[config.mk]
export PLATFORM = sky130hd
export DESIGN_NAME = bus_arb
export DESIGN_NICKNAME = d
export VERILOG_FILES = /design/src/rtl/bus_arb_pkg.sv /design/src/rtl/bus_arb_timer.sv /design/src/rtl/bus_arb.sv
export SDC_FILE = /design/constraint.sdc
export NUM_CORES = 1
export LEC_CHECK = 0
export ABC_AREA = 1
export BUFFER_PORTS_ARGS = -buffer_cell sky130_fd_sc_hd__buf_2
export CAP_MARGIN = 20
export CORE_MARGIN = 4
export CORE_UTILIZATION = 29
export DETAILED_ROUTE_END_ITERATION = 10
export PLACE_DENSITY_LB_ADDON = 0.12
export RECOVER_POWER = 25
export SYNTH_ARGS = -nofsm -noshare
export SYNTH_HDL_FRONTEND = slang
export SYNTH_SLANG_ARGS = --single-unit
[constraint.sdc]
create_clock -name clk -period 2.3 [get_ports clk]
set_input_delay 0 -clock clk [delete_from_list [all_inputs] [get_ports clk]]
set_output_delay 0 -clock clk [all_outputs]
set_load 0.02 [all_outputs]
[src/rtl/bus_arb_pkg.sv]
// Shared widths, FSM encoding and constants for the two-master bus arbiter.
// Imported by the arbiter top and its wait timer.
package bus_arb_pkg;

  localparam int DATA_W = 8;
  localparam int ADDR_W = 8;
  localparam int CNT_W  = 4;

  // Read data handed back to a master whose access was aborted by the timer.
  localparam logic [DATA_W-1:0] TIMEOUT_RDATA = 8'hFF;

  typedef enum logic [1:0] {
    S_IDLE = 2'd0,
    S_BUS0 = 2'd1,
    S_BUS1 = 2'd2,
    S_DONE = 2'd3
  } state_t;

  // A master is requesting only when exactly one strobe is high.
  function automatic logic is_req(input logic rd, input logic wr);
    return rd ^ wr;
  endfunction

endpackage

[src/rtl/bus_arb_timer.sv]
// Wait-state counter for a granted access; flags the cycle in which the
// TIMEOUT-th consecutive ready-low bus cycle occurs (TIMEOUT = 0 disables).
module bus_arb_timer
  import bus_arb_pkg::*;
#(
  parameter int TIMEOUT = 15
) (
  input  logic clk,
  input  logic reset,
  input  logic clr,
  input  logic en,
  output logic expired
);

  localparam logic [CNT_W-1:0] LAST_WAIT = CNT_W'((TIMEOUT == 0) ? 0 : TIMEOUT - 1);
  localparam logic             ENABLED   = (TIMEOUT != 0);

  logic [CNT_W-1:0] count;

  always_ff @(posedge clk or negedge reset) begin
    if (!reset) begin
      count <= '0;
    end else if (clr) begin
      count <= '0;
    end else if (en) begin
      count <= count + 1'b1;
    end
  end

  // en already excludes ready, so a coincident ready always wins.
  assign expired = ENABLED && en && (count == LAST_WAIT);

endmodule

[src/rtl/bus_arb.sv]
// Two-master, single-slave bus arbiter with alternating priority, fully
// registered outputs and an optional slave-wait timeout.
module bus_arb
  import bus_arb_pkg::*;
#(
  parameter int TIMEOUT = 15
) (
  input  logic              clk,
  input  logic              reset,
  input  logic [ADDR_W-1:0] m0_address,
  input  logic [DATA_W-1:0] m0_data_out,
  input  logic              m0_read,
  input  logic              m0_write,
  output logic [DATA_W-1:0] m0_data_in,
  output logic              m0_ready,
  input  logic [ADDR_W-1:0] m1_address,
  input  logic [DATA_W-1:0] m1_data_out,
  input  logic              m1_read,
  input  logic              m1_write,
  output logic [DATA_W-1:0] m1_data_in,
  output logic              m1_ready,
  output logic [ADDR_W-1:0] address,
  output logic [DATA_W-1:0] data_out,
  output logic              read,
  output logic              write,
  input  logic [DATA_W-1:0] data_in,
  input  logic              ready,
  output logic [1:0]        grant,
  output logic              err,
  output state_t            fsm_state
);

  // Handshake: a master holds exactly one of read/write high (level) until it
  // sees its one-cycle mx_ready; the slave completes a bus access by raising
  // ready while read or write is high, and ready at any other time is ignored.

  state_t            state, next_state;
  logic              last, next_last;
  logic [ADDR_W-1:0] add_buf, next_add_buf;
  logic [DATA_W-1:0] data_buf, next_data_buf;
  logic              dir, next_dir;
  logic              next_read, next_write, next_err;
  logic [1:0]        next_grant;
  logic [DATA_W-1:0] next_m0_data_in, next_m1_data_in;
  logic              next_m0_ready, next_m1_ready;
  logic [DATA_W-1:0] done_rdata;

  logic m0_req, m1_req, pick0, pick1;
  logic busy, timer_clr, timer_en, expired;

  assign m0_req = is_req(m0_read, m0_write);
  assign m1_req = is_req(m1_read, m1_write);
  // last = 1 means m1 owned the bus most recently, so m0 wins a tie.
  assign pick0  = m0_req && (!m1_req || last);
  assign pick1  = m1_req && !pick0;

  assign busy      = (state == S_BUS0) || (state == S_BUS1);
  assign timer_clr = !busy;
  assign timer_en  = busy && !ready;

  bus_arb_timer #(
    .TIMEOUT (TIMEOUT)
  ) u_timer (
    .clk     (clk),
    .reset   (reset),
    .clr     (timer_clr),
    .en      (timer_en),
    .expired (expired)
  );

  always_comb begin
    next_state      = state;
    next_last       = last;
    next_add_buf    = add_buf;
    next_data_buf   = data_buf;
    next_dir        = dir;
    next_read       = read;
    next_write      = write;
    next_grant      = grant;
    next_err        = 1'b0;
    next_m0_ready   = 1'b0;
    next_m1_ready   = 1'b0;
    next_m0_data_in = m0_data_in;
    next_m1_data_in = m1_data_in;
    done_rdata      = ready ? data_in : TIMEOUT_RDATA;

    case (state)
      S_IDLE: begin
        if (pick0) begin
          next_state    = S_BUS0;
          next_add_buf  = m0_address;
          next_data_buf = m0_data_out;
          next_dir      = m0_write;
          next_read     = m0_read;
          next_write    = m0_write;
          next_grant    = 2'b01;
        end else if (pick1) begin
          next_state    = S_BUS1;
          next_add_buf  = m1_address;
          next_data_buf = m1_data_out;
          next_dir      = m1_write;
          next_read     = m1_read;
          next_write    = m1_write;
          next_grant    = 2'b10;
        end
      end

      S_BUS0, S_BUS1: begin
        if (ready || expired) begin
          next_state = S_DONE;
          next_read  = 1'b0;
          next_write = 1'b0;
          next_grant = 2'b00;
          next_err   = !ready;
          next_last  = (state == S_BUS1);
          if (state == S_BUS0) begin
            next_m0_ready = 1'b1;
            if (!dir) next_m0_data_in = done_rdata;
          end else begin
            next_m1_ready = 1'b1;
            if (!dir) next_m1_data_in = done_rdata;
          end
        end
      end

      // Guaranteed idle cycle so a master dropping its request on mx_ready
      // is never sampled as still requesting.
      S_DONE: next_state = S_IDLE;

      default: next_state = S_IDLE;
    endcase
  end

  always_ff @(posedge clk or negedge reset) begin
    if (!reset) begin
      state      <= S_IDLE;
      last       <= 1'b1;
      add_buf    <= '0;
      data_buf   <= '0;
      dir        <= 1'b0;
      read       <= 1'b0;
      write      <= 1'b0;
      grant      <= 2'b00;
      err        <= 1'b0;
      m0_ready   <= 1'b0;
      m1_ready   <= 1'b0;
      m0_data_in <= '0;
      m1_data_in <= '0;
    end else begin
      state      <= next_state;
      last       <= next_last;
      add_buf    <= next_add_buf;
      data_buf   <= next_data_buf;
      dir        <= next_dir;
      read       <= next_read;
      write      <= next_write;
      grant      <= next_grant;
      err        <= next_err;
      m0_ready   <= next_m0_ready;
      m1_ready   <= next_m1_ready;
      m0_data_in <= next_m0_data_in;
      m1_data_in <= next_m1_data_in;
    end
  end

  assign address   = add_buf;
  assign data_out  = data_buf;
  assign fsm_state = state;

endmodule

==> metrics, run 1 <==
status=finished clean; DRT Pass-1 Iters=4; Clock Latency Late Sink=0.30 ns; r2r worst-path depth=9; synth unique cells=23; Detail Route Antenna Nets=0; WP data arrival=2.25 ns; post-CTS sizing=0; GPL Wtd Cong=between 0.7 and 0.8; total track usage=0.121; number of synthesized flops with an enable pin=0; Max clock buf depth=2; vias in the first global route=2065; placed cells=481; Post-CTS Setup Repair Bufs=0; First DRT Iteration DRCs=between 50 and 60; final hold viol count=0; clock root buffer=clkbuf_8; pwr dens=1280 nW/µm²; syn_nets=348; hold_buf cts=25; Synth Flop Type=dfrtp_1; Final Critical Period=2.02 ns; Final #Nets=461; num ports=88; hold_sp=m1_address[7]; Critical Path Fanout Max=16; first-pass GRT wire length=9.74 mm; worst r2r dst=m0_data_in[5]; clk_skew=0.0127 ns; final core utilization=0.403; sequential element share of the synthesized area=0.478; Die Width=100 µm; Synth area leaders=dfrtp_1 (47%), nand2_1 (14%), o21ai_2 (8.9%); critical path cell sequence=inv_1 -> ha_1 -> inv_4 -> nor2_1 -> inv_2 -> nor2_4 -> o21ai_4 -> nand2_1 -> o21ai_2; Tightest Pin Transition=1.19 ns; Worst Hold Path EP=address[7]; CORE AREA=8260 µm²; synthesis-to-layout area growth=35.2%; Leak=roughly 0.0018 µW; Starting Density=0.298; largest area contributor in the netlist=dfrtp_1; final worst path period share=0.877; top cell type's share of synthesized area=0.467; die span in y=100 µm; I/O Buffers=87; CTS tree=done; Final HPWL DP=4.25 mm; Layout Cells excl Fill=514; CP required=2.54 ns; final setup TNS=0 ns; Worst Setup Start Kind=register; slew margin rel.=0.204; initial antenna violation count=0; DR vias/cell=4.19; Synth Cell Area=2460 µm²; most frequent cell after synthesis=nand2_1; register-to-register setup slack=0.28 ns; Avg Inst Size Synth=roughly 8.4 µm²; Worst-path clk slew=0.10 ns; Worst path max stage delay=approximately 0.44 ns; Num Clock Sinks=47; largest net degree at the start of global routing=48; Routed WL per cell=11.4 µm; Hold WC Path Type=input pin to register; Synth async-reset ratio=1.00; # diodes=0; total number of vias=2155; CP Class=register to register; Slowest cell on crit path=ha_1; flops & latches, synth=47; yosys warns=0; final setup fails=0; row count=33; Syn Inst Count=295; total gr overflow=0; Peak Freq=approximately 500 MHz; final WL=5.88 mm; r2r startpoint=fsm_state[0]; Max-Cap Viols=0; drc violations=0; commonest cells in the netlist=nand2_1 (90), dfrtp_1 (46), nor2_1 (33); CP endpoint kind=register; Finished Cell Area=3330 µm²; share of cells above drive strength 1=0.367; Worst Hold Slack=0.0144 ns; CTS Buf Count=5; Worst Hold Depth=5; final slew viol count=0; die area=10000 µm²; Peak supply drop=0.441 mV; Post-DP Area=2970 µm²; RSZ-0062 raised after global routing=false; H-tree depth=2
[worst max path at each step]
stage	startpoint	endpoint	slack, ns	cells after the start
6_report	fsm_state[0]	m0_data_in[5]	0.28	9
5_1_grt	fsm_state[0]	m0_data_in[0]	0.09	9
4_1_cts	fsm_state[0]	m0_data_in[5]	0.25	9
3_5_place_dp	fsm_state[0]	m0_data_in[5]	0.28	9
3_3_place_gp	fsm_state[0]	m0_data_in[2]	0.37	9
2_1_floorplan	fsm_state[0]	m0_data_in[3]	0.49	11
[state kept, by name, indices dropped and copies added (netlist names), 2 cells and up]
register	cells
fsm_state	2
m0_data_in	8
u_timer.count	4
m1_data_in	8
grant	2
data_out	8
address	8
[logic make-up (layout without fill, tap and decap cells)]
kind of cell	after synthesis	in the layout	share of synthesized area
simple gates	153	153	0.261
compound gates	42	42	0.138
fa+ha+maj	6	6	0.0305
buf+inv	47	161	0.0929
flops	47	47	0.478
[where the power goes]
group,switching [µW],total (µW),internal (µW)
combinational,1430,2200,769
clock,299,627,328
sequential,222,1430,1210
total,1960,4260,2310
[worst max-delay path: cells and delay by family, from the launching register on]
kind                       cells  cell delay (ns)
and+or+nand+nor                3             0.24
AOI/OAI and AO/OA              2             0.52
adders and majority gates      1             0.44
DFF                            1             0.43
buffers and inverters          3             0.32
[per-stage QoR]
step                power, µW  setup slack (ns)
detailed placement       3680             0.285
global route             4640            0.0913
floorplan                3050             0.490
finish                   4260             0.282
global placement         3660             0.374
CTS                      4370             0.254
[cell usage in the layout (no fill, tap or decap)]
master / n
dfstp_2: 1
inv_1: 32
buf_4: 2
dfrtp_1: 46
inv_4: 2
bufinv_16: 1
ha_1: 6
nand3_1: 8
clkinvlp_4: 1
nand2_2: 19
inv_2: 4
a21oi_1: 1
buf_2: 84
nor2_1: 33
inv_6: 1
clkbuf_1: 3
nand2_1: 90
clkbuf_8: 5
clkbuf_2: 1
nand4_1: 2
a31oi_1: 1
o21ai_2: 25
o21ai_4: 1
a21oi_4: 2
dlygate4sd3_1: 25
o21ai_0: 12
nor2_4: 1
[layout make-up]
cell class	instances	area, µm²
Fill cell	882	4930
Sequential cell	47	1180
Multi-Input combinational cell	201	1060
Timing Repair Buffer	115	702
Inverter	38	148
Tap cell	105	131
Clock buffer	5	68.8
Clock inverter	3	46.3
[layer usage]
metal | share of wire | global-route usage
met1 | 0.47 | 0.160
met2 | 0.47 | 0.202
met3 | 0.042 | 0.0188
met4 | 0.013 | 0.0373
met5 | 0 | 0
Power figures use the tool's default switching activity.
==> run 2, diff against run 1 <==
- SYNTH_HIERARCHICAL: not set -> 1
- clock period: 2.3 -> 1.7 ns (I/O delays scaled with it)
==> run 2 against run 1 <==
  * The flow now finishes with violations (negative setup slack)
  * Non-clock buffer count grew 31
  * Critical path depth rose by 3
  * Sequential power rose by 33%
  * Largest power group unchanged
  * Clock-buffer cell count rose by 1
  * First-iteration DRC count down 9.3%
  * Cell area up 8.5%
  * Global-route usage up 1.5 points
  * Synthesized area shrank 4.4%
  * Synthesized cell count rose by 2.4%
  * Highest routed layer unchanged
  * Final cell count rose by 6.8%
==> metrics, run 2 <==
first-pass GRT wire length=10.8 mm (+11%); commonest non-fill, non-tap cell in the layout=nand2_1; GRT Max-Usage Layer=met2; Tightest Pin Transition=1.15 ns (-0.0476 ns); Peak Freq=571 MHz (+15%); Layout Cells excl Fill=549 (+6.8%); most frequent cell after synthesis=nand2_1; global routing usage on met1=0.168 (+0.00795); status=finished, violations left; CTS tree=done; pwr dens=1720 nW/µm² (+34%); slew margin rel.=0.235 (+0.0318); top cell type's share of synthesized area=0.488 (+0.0213); worst setup margin=-0.0526 ns (-0.335 ns); Tot Pwr=6220 µW (+46%); most frequent cells in the layout=nand2_1 (140), buf_2 (78), dfrtp_1 (44); commonest cells in the netlist=nand2_1 (147), dfrtp_1 (46), inv_1 (28); sequential element share of the synthesized area=0.499 (+0.0218); drc violations=0 (unchanged); Routed WL per cell=11.5 µm (+0.33%); Starting Density=0.302 (+0.00344); Final #Nets=499 (+8.2%); row count=32 (-3.0%); Num Clock Sinks=47 (unchanged); number of synthesized flops with an enable pin=0 (unchanged); final WL=6.30 mm (+7.2%); Synth Flop Type=dfrtp_1; Worst Setup Start Kind=register; DP Worst Slack=-0.0483 ns (-0.333 ns); Synth async-reset ratio=1.00 (unchanged); Avg Inst Size Synth=7.81 µm² (-6.6%); num ports=88 (unchanged); CORE AREA=7810 µm² (-5.5%); final setup fails=22 (+22); final hold viol count=0 (unchanged); Max-Cap Viols=0 (unchanged); Worst-path clk slew=0.09 ns (about the same); Die Width=98.2 µm (-2.0%); Synth area leaders=dfrtp_1 (49%), nand2_1 (23%), inv_1 (4.5%); CP endpoint kind=register; clock root buffer=clkbuf_8; final setup TNS=-0.840 ns (-0.840 ns); total track usage=0.135 (+0.0148); die area=9640 µm² (-4.0%); Clock Latency Late Sink=0.29 ns (about the same); GPL Wtd Cong=0.729 (-3.0%); # diodes=0 (unchanged); Syn Inst Count=302 (+2.4%); CTS Buf Count=5 (unchanged); Final HPWL DP=4.49 mm (+5.7%); Peak supply drop=0.606 mV (+38%); WP data arrival=1.98 ns (-0.27 ns); largest net degree at the start of global routing=22 (-54%); initial antenna violation count=0 (unchanged); First DRT Iteration DRCs=49 (-9.3%); vias in the first global route=2331 (+13%); H-tree depth=2 (unchanged); total number of vias=2316 (+7.5%); M2 GR Usage=0.239 (+0.0374); RSZ-0062 raised after global routing=true; clk_skew=0.00665 ns (-0.00602 ns); share of cells above drive strength 1=0.318 (-0.0491); Worst Hold Slack=0.00349 ns (-0.0109 ns); largest area contributor in the netlist=dfrtp_1; CP Class=register to register; CP required=1.92 ns (-0.62 ns); Critical Path Fanout Max=16 (unchanged); Detail Route Antenna Nets=0 (unchanged); die span in y=98.2 µm (-2.0%); Final Critical Period=1.75 ns (-0.265 ns); flops & latches, synth=47 (unchanged); met3 usage=0.0286 (+0.00981); Leak=0.00194 µW (+6.8%); Max clock buf depth=2 (unchanged); I/O Buffers=87 (unchanged); total gr overflow=0 (unchanged); Hold WC Path Type=input pin to register; DRT Pass-1 Iters=5 (+1); final worst path period share=1.03 (+0.154); Synth Cell Area=2360 µm² (-4.4%); DR vias/cell=4.22 (+0.62%); syn_nets=355 (+2.0%); Fillers=820 (-7.0%); synthesis-to-layout area growth=53.4%; yosys warns=6 (+6); synth unique cells=28 (+22%); placed cells=498 (+3.5%); final slew viol count=0 (unchanged); failing checks=negative setup slack
[run 2: cell count changes after synthesis, moves of 4 or more]
cell | previous run | this run
a31oi_1 | 1 | 8
inv_1 | 32 | 28
nand2_1 | 90 | 147
nand2_2 | 19 | 4
nor2_1 | 33 | 15
o21ai_2 | 25 | 1
[run 2: layer usage]
layer / vias up / wire, µm / part of all wire
met4: 0 / 89 / 0.014
met1: 1049 / 2880 / 0.46
li1: 1210 / - / -
met3: 8 / 256 / 0.041
met5: - / 0 / 0
met2: 49 / 3080 / 0.49
[run 2: final cells by class]
class	count	area [µm²]	area share
Clock inverter	2	60.1	0.0166
Inverter	33	131	0.0363
Timing Repair Buffer	146	1000	0.278
Sequential cell	47	1180	0.326
Multi-Input combinational cell	213	1040	0.288
Tap cell	102	128	0.0353
Clock buffer	6	72.6	0.0201
[run 2: kinds of logic after synthesis]
logic type      synth area share
simple gates               0.319
flops                      0.499
buf+inv                   0.0839
compound gates            0.0658
fa+ha+maj                 0.0318
[run 2: per-stage QoR]
step                area [µm²]   util
floorplan                 2380      -
global placement          3020  0.387
detailed placement        3020  0.387
CTS                       3550  0.455
global route              3620  0.463
finish                    3620  0.463
[run 2: path summary, 6_finish.rpt]
path,startpoint,end,slack [ns],cells past startpoint
setup reg to reg,fsm_state[1],m1_data_in[5],-0.05,12
hold reg to reg,read,read,0.48,2
hold / removal,m1_data_out[7],data_out[7],0.003,5
min in group asynchronous,reset,m0_data_in[0],0.45,2
max in group asynchronous,reset,last,0.37,3
setup / recovery,fsm_state[1],m1_data_in[5],-0.05,12
[run 2: where the power goes]
group	switching, µW	total (µW)	internal (µW)
Clock	370	957	588
Combinational	2040	3360	1320
Sequential	275	1900	1630
[run 2: what timing repair did]
action | 4_1_cts | 5_1_grt
gates resized for setup | 3 | 13
pin swaps | 3 | 3
hold endpoints to repair | 46 | 0
setup buffers | 2 | 3
hold buffers | 38 | 0
setup endpoints to repair | 18 | 22
[run 2: worst max-delay path: stages, from the launching register on]
cell and delay (ns):
dfrtp_2 0.37, inv_2 0.05, ha_4 0.28, clkinv_4 0.05, nor2_4 0.07, nand2_1 0.05
nor2_1 0.11, or2_4 0.16, nand2_4 0.07, nor3_4 0.19, buf_12 0.16, nand2_1 0.05
o21ai_1 0.07
